File: config.mk
export PLATFORM = sky130hd
export DESIGN_NAME = mpmc_line_port
export DESIGN_NICKNAME = d
export VERILOG_FILES = /design/src/rtl/mpmc_line_port.sv
export SDC_FILE = /design/constraint.sdc
export NUM_CORES = 1
export LEC_CHECK = 0
export ABC_AREA = 0
export CORE_MARGIN = 8
export CORE_UTILIZATION = 40
export CTS_BUF_LIST = sky130_fd_sc_hd__clkbuf_16
export CTS_CLUSTER_DIAMETER = 200
export CTS_CLUSTER_SIZE = 12
export DETAILED_ROUTE_END_ITERATION = 8
export HOLD_SLACK_MARGIN = 0.1
export PLACE_DENSITY = 0.8
export SYNTH_ARGS = -nofsm -noshare
export SYNTH_HDL_FRONTEND = slang
export SYNTH_SLANG_ARGS = --single-unit
export TNS_END_PERCENT = 30
File: constraint.sdc
create_clock -name clk_i -period 1.9 [get_ports clk_i]
set_input_delay 0.475 -clock clk_i [delete_from_list [all_inputs] [get_ports clk_i]]
set_output_delay 0.475 -clock clk_i [all_outputs]
set_load 0.03 [all_outputs]
File: src/rtl/mpmc_line_port.sv
// Cache-line initiator for a 32-bit cmd/rd/wr FIFO memory-controller port.
// One line request becomes one burst: read = cmd then drain rd FIFO; write = fill wr FIFO, cmd, wait empty.
module mpmc_line_port #(
  parameter int WORDS = 8,
  parameter int TMO   = 1023
) (
  input  logic        clk_i,
  input  logic        rst_ni,
  input  logic        req_i,
  input  logic        we_i,
  input  logic [29:0] adr_i,
  output logic        busy_o,
  output logic        done_o,
  output logic        err_o,
  output logic [5:0]  idx_o,
  output logic [31:0] rdat_o,
  output logic        rvld_o,
  input  logic [31:0] wdat_i,
  output logic        cmd_en,
  output logic [2:0]  cmd_instr,
  output logic [5:0]  cmd_bl,
  output logic [29:0] cmd_byte_addr,
  input  logic        cmd_full,
  output logic        rd_en,
  input  logic [31:0] rd_data,
  input  logic        rd_empty,
  output logic        wr_en,
  output logic [31:0] wr_data,
  input  logic        wr_full,
  input  logic        wr_empty
);

  localparam int              TW    = $clog2(TMO + 1);
  localparam logic [5:0]      LAST  = 6'(WORDS - 1);
  localparam logic [29:0]     AMASK = ~30'(WORDS * 4 - 1);
  localparam logic [TW-1:0]   TLIM  = TW'(TMO - 1);

  typedef enum logic [2:0] {IDLE, WFILL, CMD, RDATA, WDRAIN, DONE} state_e;

  // rd (not we) is stored so the reset value of cmd_instr comes out as 000
  typedef struct packed {
    logic        rd;
    logic [29:0] adr;
  } line_req_t;

  state_e        state_q;
  line_req_t     req_q;
  logic          busy_q, done_q, err_q, rvld_q;
  logic [5:0]    idx_q, cnt_q;
  logic [31:0]   rdat_q;
  logic [TW-1:0] tmr_q, tmr_d;
  logic          progress, tmo_hit;

  assign wr_en    = (state_q == WFILL) && !wr_full;
  assign cmd_en   = (state_q == CMD)   && !cmd_full;
  assign rd_en    = (state_q == RDATA) && !rd_empty;
  assign wr_data  = wdat_i;

  // Any handshake restarts the stall timer; expiry only matters when nothing moved
  assign progress = wr_en | cmd_en | rd_en;
  assign tmr_d    = progress ? '0 : tmr_q + TW'(1);
  assign tmo_hit  = !progress && (tmr_q == TLIM);

  assign busy_o        = busy_q;
  assign done_o        = done_q;
  assign err_o         = err_q;
  assign idx_o         = idx_q;
  assign rdat_o        = rdat_q;
  assign rvld_o        = rvld_q;
  assign cmd_instr     = {2'b00, req_q.rd};
  assign cmd_bl        = LAST;
  assign cmd_byte_addr = req_q.adr;

  always_ff @(posedge clk_i or negedge rst_ni) begin
    if (!rst_ni) begin
      state_q <= IDLE;
      req_q   <= '0;
      busy_q  <= 1'b0;
      done_q  <= 1'b0;
      err_q   <= 1'b0;
      rvld_q  <= 1'b0;
      idx_q   <= '0;
      cnt_q   <= '0;
      rdat_q  <= '0;
      tmr_q   <= '0;
    end else begin
      done_q <= 1'b0;
      err_q  <= 1'b0;
      rvld_q <= 1'b0;
      case (state_q)
        IDLE: begin
          if (req_i) begin
            req_q   <= '{rd: !we_i, adr: adr_i & AMASK};
            busy_q  <= 1'b1;
            idx_q   <= '0;
            cnt_q   <= '0;
            tmr_q   <= '0;
            state_q <= we_i ? WFILL : CMD;
          end
        end
        WFILL: begin
          tmr_q <= tmr_d;
          if (wr_en) begin
            if (idx_q == LAST) state_q <= CMD;
            else               idx_q   <= idx_q + 6'd1;
          end else if (tmo_hit) begin
            state_q <= DONE;
            done_q  <= 1'b1;
            err_q   <= 1'b1;
          end
        end
        CMD: begin
          tmr_q <= tmr_d;
          if (cmd_en) begin
            if (req_q.rd) begin
              state_q <= RDATA;
              idx_q   <= '0;
              cnt_q   <= '0;
            end else begin
              state_q <= WDRAIN;
            end
          end else if (tmo_hit) begin
            state_q <= DONE;
            done_q  <= 1'b1;
            err_q   <= 1'b1;
          end
        end
        RDATA: begin
          tmr_q <= tmr_d;
          if (rd_en) begin
            // cnt_q tracks pops; idx_q is presented alongside the registered word
            rdat_q <= rd_data;
            rvld_q <= 1'b1;
            idx_q  <= cnt_q;
            cnt_q  <= cnt_q + 6'd1;
            if (cnt_q == LAST) begin
              state_q <= DONE;
              done_q  <= 1'b1;
            end
          end else if (tmo_hit) begin
            state_q <= DONE;
            done_q  <= 1'b1;
            err_q   <= 1'b1;
          end
        end
        WDRAIN: begin
          tmr_q <= tmr_d;
          if (wr_empty) begin
            state_q <= DONE;
            done_q  <= 1'b1;
          end else if (tmo_hit) begin
            state_q <= DONE;
            done_q  <= 1'b1;
            err_q   <= 1'b1;
          end
        end
        DONE: begin
          busy_q  <= 1'b0;
          tmr_q   <= '0;
          state_q <= IDLE;
        end
        default: state_q <= IDLE;
      endcase
    end
  end

endmodule

==> run_results.csv, run 1 <==
group,metric,value,unit
grt,grt-ovfl-total,0,
hold_path,hold_class,"reg -> reg",
status,status,"finished with violations",
job,drv_cap,0,
logic_synthesis,synthArstFlopShare,1.000,
logic_synthesis,synth_warnings,0,
clock_network,clock-sinks,87,
routing,vias,3393,
timing,timing.final.ws_setup,-0.1181,ns
clock_network,cts_tree,"yes",
floorplan,rows,37,
routing,wl_per_cell,17.83,um
logic_synthesis,yosysUniqueCellTypes,46,
logic_synthesis,synth-seq-cells,87,
timing,hold_viol,0,
critical_path,cp-end-kind,"primary output",
power,ir_worst_vdd,1130,uV
cells_and_area,fill_cells,851,
grt,grt_usage,0.1610,
routing,first_pass_iters,5,
hold_path,min_from,"cmd_byte_addr[26]$_DFFE_PN0P_",
clock_network,clk-insertion-delay-late,0.34,ns
routing,detail-route-antenna-nets,0,
clock_network,htreeDepth,3,
grt,grt_first_pass_wirelength,18.65,mm
timing,period_needed,2.018,ns
critical_path,worst_r2r_path_depth,7,
placement,place_hpwl,8.706,mm
floorplan,die_area,0.01427,sq mm
floorplan,start_util,0.4129,
cells_and_area,final_nets,621,
timing,setup_viol_count_final,1,
cells_and_area,drive_above_1_share,0.2596,
routing,drc,0,
hold_path,hold_depth,1,
placement,gp_congestion,0.8162,
timing,slew_violations,0,
logic_synthesis,synth_flop_cell,"dfrtp_1",
grt,grt_pass1_vias,3594,
logic_synthesis,synth_edf_count,0,
cells_and_area,stdcell_area,0.006207,sq mm
grt,antenna_found_initial,0,
floorplan,fp.dieH,119.5,um
power,leakage,2.787,nW
critical_path,startpoint_type,"input port",
placement,dpl_cell_area,0.005694,sq mm
power,power.density,1746,mW/mm^2
routing,top_layer,"met4",
timing,skew,0.009684,ns
floorplan,die_w,119.5,um
placement,port-buffer-count,135,
status,violations,"setup timing",
clock_network,root_buffer,"clkbuf_16",
logic_synthesis,yosysSeqAreaShare,0.5085,
critical_path,worstReg2RegStart,"state_q[1]$_DFFE_PN0P_",
cells_and_area,area.growth.synth_to_final,44.97,%
critical_path,worstSetupStartpoint,"wr_full",
timing,post-route-period-util,1.062,
logic_synthesis,netlist_area,0.004282,sq mm
clock_network,clk_pin_slew_worst_paths,0.06,ns
critical_path,arrival,1.54,ns
floorplan,io_pins,218,
placement,dp_slack,-0.3318,ns
critical_path,worst_ep_required_time,1.42,ns
critical_path,worstSetupPathType,"in -> out",
floorplan,core,0.01037,sq mm
timing,rsz0062_at_grt,"yes",
logic_synthesis,avgSynthCellArea,11.30,sq um
routing,routed-wl-met3,1.182,mm
clock_network,clock_path_buffers,2,
grt,grt_max_degree,34,
timing,fmax,0.4955,GHz
routing,routed_wl,11.70,mm
cells_and_area,final-seq-area,0.002180,sq mm
clock_network,cts_buffers,9,
routing,wl_met2,6.054,mm
routing,via_per_inst,5.172,
routing,drt_iter0_markers,161,
routing,wirelength_met1,4.323,mm
cells_and_area,antenna_cells,0,
cells_and_area,multi_input_area,0.001740,sq mm
critical_path,worst-path-max-fanout,3,
logic_synthesis,syn_inst,379,
-- power by group --
part           total, mW  switching (mW)  internal [mW]  leakage, nW
Clock               1.96           0.786           1.17        0.163
Combinational       5.80            3.12           2.68         1.55
Sequential          3.08           0.477           2.60         1.08
Total               10.8            4.38           6.46         2.79
-- critical path, stage by stage --
cell	delay (ns)
clkdlybuf4s50_1	0.48
buf_4	0.19
nor3_4	0.23
buf_6	0.17
-- path summary, 6_finish.rpt --
check / slack (ns) / to
min in group asynchronous: 0.62 / cnt_q[5]$_DFFE_PN0P_
worst max-delay path: -0.12 / wr_en
worst max register to register: 0.08 / tmr_q[1]$_DFFE_PN0P_
worst min register to register: 0.50 / cmd_byte_addr[26]$_DFFE_PN0P_
max in group asynchronous: 0.76 / cmd_byte_addr[9]$_DFFE_PN0P_
worst min-delay path: 0.50 / cmd_byte_addr[26]$_DFFE_PN0P_
-- flip-flops by register name, indices dropped and copies added (netlist names) --
name / count
cmd_byte_addr: 25
rvld_o: 1
tmr_q: 10
rdat_o: 32
err_o: 1
cnt_q: 6
idx_o: 6
cmd_instr: 1
state_q: 3
done_o: 1
busy_o: 1
-- cells in the final DEF, fill, tap and decap left out, types with 3 or more instances in the layout --
cell,count
clkdlybuf4s50_1,112
dfrtp_1,85
mux2_2,57
buf_4,33
nor2_1,25
nand2_1,22
nand3_1,17
o21ai_0,16
conb_1,13
dlymetal6s2s_1,12
a21oi_1,10
clkbuf_16,9
and3_1,7
dlygate4sd2_1,7
inv_1,5
xor2_1,5
buf_12,5
a31oi_1,4
nand2b_1,4
ha_1,4
nand4_1,3
nor3_1,3
o22ai_1,3
o31ai_1,3
a221o_1,3
mux2i_1,3
inv_6,3
buf_6,3
-- metrics by stage --
| stage | total power, mW | TNS, ns | cells | hold WS (ns) | util |
|---|---|---|---|---|---|
| final | 10.84 | -0.1181 | 656 | 0.5030 | 0.5986 |
| after detailed placement | 8.659 | -15.73 | 631 | 0.4380 | 0.5491 |
| after global placement | 8.510 | -14.34 | 631 | 0.4285 | 0.5491 |
| after CTS | 10.81 | -0.1394 | 654 | 0.5096 | 0.5899 |
| after floorplan | 6.421 | 0 | 390 | 0.1794 | - |
| after global routing | 11.41 | -0.2754 | 656 | 0.5192 | 0.5986 |
-- layer usage --
metal | GRT usage | up-vias
met5 | 0 | -
met2 | 0.2738 | 153
met4 | 0.05074 | 0
li1 | - | 1550
met3 | 0.07038 | 16
met1 | 0.1775 | 1674
-- cell families (layout without fill, tap and decap cells) --
kind of cell | after synthesis | count (layout) | share of synthesized area
simple gates | 97 | 97 | 0.1113
flops | 87 | 87 | 0.5085
buf+inv | 68 | 198 | 0.1081
mux | 60 | 60 | 0.1569
compound gates | 53 | 53 | 0.08358
xor+xnor | 8 | 8 | 0.01812
fa+ha+maj | 4 | 4 | 0.01169
other cells | 2 | 13 | 0.001754
-- synth_stat cells, types with 3 or more instances --
library cell,count,area [sq um]
o22ai_1,3,18.77
buf_2,7,35.03
nor3_1,5,25.02
nand2_1,23,86.33
a31oi_1,4,25.02
a21oi_1,10,50.05
mux2_2,57,641.9
mux2i_1,3,30.03
buf_4,49,367.9
nor2_1,25,93.84
o21ai_0,17,85.08
o31ai_1,3,22.52
nand3_1,17,85.08
nand2b_1,4,25.02
and3_1,7,43.79
ha_1,4,50.05
a221o_1,3,30.03
xor2_1,5,43.79
nand4_1,3,18.77
inv_1,8,30.03
dfrtp_1,87,2177
-- area by class of cell --
cell class,instances,share of cell area
Clock inverter,7,0.01653
Inverter,8,0.005241
Timing Repair Buffer,174,0.2830
Sequential cell,87,0.3511
Tap cell,136,0.02741
Clock buffer,9,0.03628
Multi-Input combinational cell,235,0.2804
-- timing repair --
item,4_1_cts,5_1_grt
hold buffers,1,0
gates resized for setup,16,23
buffers inserted,5,2
hold endpoints to repair,25,0
pin swaps,0,2
cloned,1,0
endpoints found under the setup margin,11,29
Power figures use the tool's default switching activity.
==> inputs of run 2 (changes only) <==
--- a/config.mk
+++ b/config.mk
@@ -13,7 +13,7 @@
 export CTS_CLUSTER_SIZE = 12
 export DETAILED_ROUTE_END_ITERATION = 8
 export HOLD_SLACK_MARGIN = 0.1
-export PLACE_DENSITY = 0.8
+export PLACE_DENSITY = 0.9
 export SYNTH_ARGS = -nofsm -noshare
 export SYNTH_HDL_FRONTEND = slang
 export SYNTH_SLANG_ARGS = --single-unit
==> run_results.csv, run 2 (same netlist as run 1, synthesis figures left out) <==
group,metric,value,unit
floorplan,rows,37,
clock_network,clk-insertion-delay-late,0.34,ns
power,leakage,2.799,nW
routing,routed_wl,11.94,mm
routing,via_per_inst,5.097,
cells_and_area,layout_commonest_cell,"clkdlybuf4s50_1",
placement,place_hpwl,8.757,mm
routing,wl_per_cell,18.03,um
hold_path,hold_class,"reg -> reg",
floorplan,core,0.01037,sq mm
timing,rsz0062_at_grt,"yes",
grt,antenna_found_initial,0,
placement,dp_cells,637,
clock_network,cts_buffers,9,
clock_network,clock-sinks,87,
routing,first_pass_iters,4,
critical_path,arrival,1.44,ns
routing,drc,0,
timing,hold_viol,0,
floorplan,die_w,119.5,um
critical_path,worstSetupStartpoint,"state_q[0]$_DFFE_PN0P_",
timing,whs,0.5056,ns
cells_and_area,antenna_cells,0,
critical_path,worstReg2RegStart,"idx_o[3]$_DFFE_PN0P_",
critical_path,worstSetupPathType,"reg -> out",
grt,grt_usage,0.1618,
routing,drt_iter0_markers,188,
floorplan,io_pins,218,
clock_network,clock_path_buffers,2,
placement,port-buffer-count,135,
grt,grt-ovfl-total,0,
critical_path,cp-end-kind,"primary output",
power,p_total,10.62,mW
timing,fmax,0.5234,GHz
job,drv_cap,0,
cells_and_area,final-seq-area,0.002180,sq mm
critical_path,worst-path-max-fanout,3,
clock_network,htreeDepth,3,
floorplan,start_util,0.4129,
critical_path,startpoint_type,"register",
cells_and_area,layout_common_cells,"clkdlybuf4s50_1, dfrtp_1, mux2_2, buf_4, nor2_1",
placement,dp_slack,-0.3009,ns
cells_and_area,area.growth.synth_to_final,44.18,%
hold_path,min_from,"rdat_o[26]$_DFFE_PN0P_",
placement,dpl_cell_area,0.005714,sq mm
cells_and_area,fill_cells,833,
timing,skew,0.008288,ns
cells_and_area,drive_above_1_share,0.2662,
timing,setup_viol_count_final,1,
power,ir_worst_vdd,852.5,uV
timing,tns,-0.01069,ns
cells_and_area,final_nets,627,
clock_network,clk_pin_slew_worst_paths,0.06,ns
timing,post-route-period-util,1.006,
cells_and_area,multi_input_area,0.001733,sq mm
floorplan,die_area,0.01427,sq mm
clock_network,root_buffer,"clkbuf_16",
critical_path,worst_r2r_path_depth,6,
clock_network,cts_tree,"yes",
placement,gp_congestion,0.8657,
grt,grt_max_degree,39,
cells_and_area,stdcell_area,0.006173,sq mm
grt,grt_first_pass_wirelength,18.83,mm
critical_path,rrSetupSlack,0.04,ns
floorplan,fp.dieH,119.5,um
critical_path,worst_ep_required_time,1.42,ns
timing,timing.final.ws_setup,-0.01069,ns
status,violations,"setup timing",
critical_path,reg2reg_to,"idx_o[3]$_DFFE_PN0P_",
cells_and_area,largest_reg_flops,32,
power,power.density,1720,mW/mm^2
cells_and_area,post-route-util,0.5953,
routing,detail-route-antenna-nets,0,
routing,vias,3374,
grt,grt_pass1_vias,3670,
cells_and_area,layout.cells.non_filler,662,
critical_path,setup.worst_path.end,"wr_en",
timing,slew_violations,0,
timing,period_needed,1.911,ns
status,status,"finished with violations",
==> run 2: cell count changes in the layout (fill, tap and decap cells not counted), moves of 2 or more <==
| cell | previous run | this run |
|---|---|---|
| nor2b_2 | 0 | 2 |
| buf_4 | 33 | 41 |
| buf_12 | 5 | 3 |
| inv_6 | 3 | 0 |
| clkdlybuf4s50_1 | 112 | 108 |
| clkinv_4 | 0 | 4 |
| dlymetal6s2s_1 | 12 | 15 |
==> run 2: area by class of cell <==
| type | instances | area share |
|---|---|---|
| flip-flops and latches | 87 | 0.3531 |
| repair buffers | 180 | 0.2854 |
| multi-input cells | 235 | 0.2807 |
| clock buffers | 9 | 0.03648 |
| well taps | 136 | 0.02756 |
| clock inverters | 7 | 0.01196 |
| inverters | 8 | 0.004864 |
==> run 2: worst min-delay path by stage <==
stage / end / cells past startpoint / slack, ns
final: rdat_o[26]$_DFFE_PN0P_ / 1 / 0.51
after floorplan: busy_o$_DFFE_PN0P_ / 0 / 0.18
after global placement: rdat_o[0]$_DFFE_PN0P_ / 1 / 0.42
after global routing: rdat_o[6]$_DFFE_PN0P_ / 1 / 0.52
after CTS: rdat_o[6]$_DFFE_PN0P_ / 1 / 0.51
after detailed placement: rdat_o[0]$_DFFE_PN0P_ / 1 / 0.43
==> run 2: metal layers <==
layer	vias to the layer above	routed length, um	share of wire	global-route usage
met5	-	0	0	0
met4	0	311	0.026	0.06401
met3	34	966	0.081	0.06046
met2	129	6327	0.53	0.2885
met1	1668	4332	0.36	0.1686
li1	1543	-	-	-
==> run 2: worst max-delay path, cell delays in order (launching register included) <==
cell	delay (ns)
dfrtp_1	0.39
buf_6	0.12
or2b_1	0.25
nor3_2	0.15
buf_4	0.20
==> run 2: repair_timing <==
action | CTS | global route
setup endpoints to repair | 10 | 28
hold buffers | 1 | 0
resized for setup | 17 | 24
pin swaps | 2 | 1
buffers inserted | 3 | 5
endpoints found under the hold margin | 27 | 0
==> run 2: where the power goes <==
part,switching [mW],internal (mW)
registers,0.450,2.60
clock network,0.736,1.02
logic,3.17,2.64
total,4.35,6.27
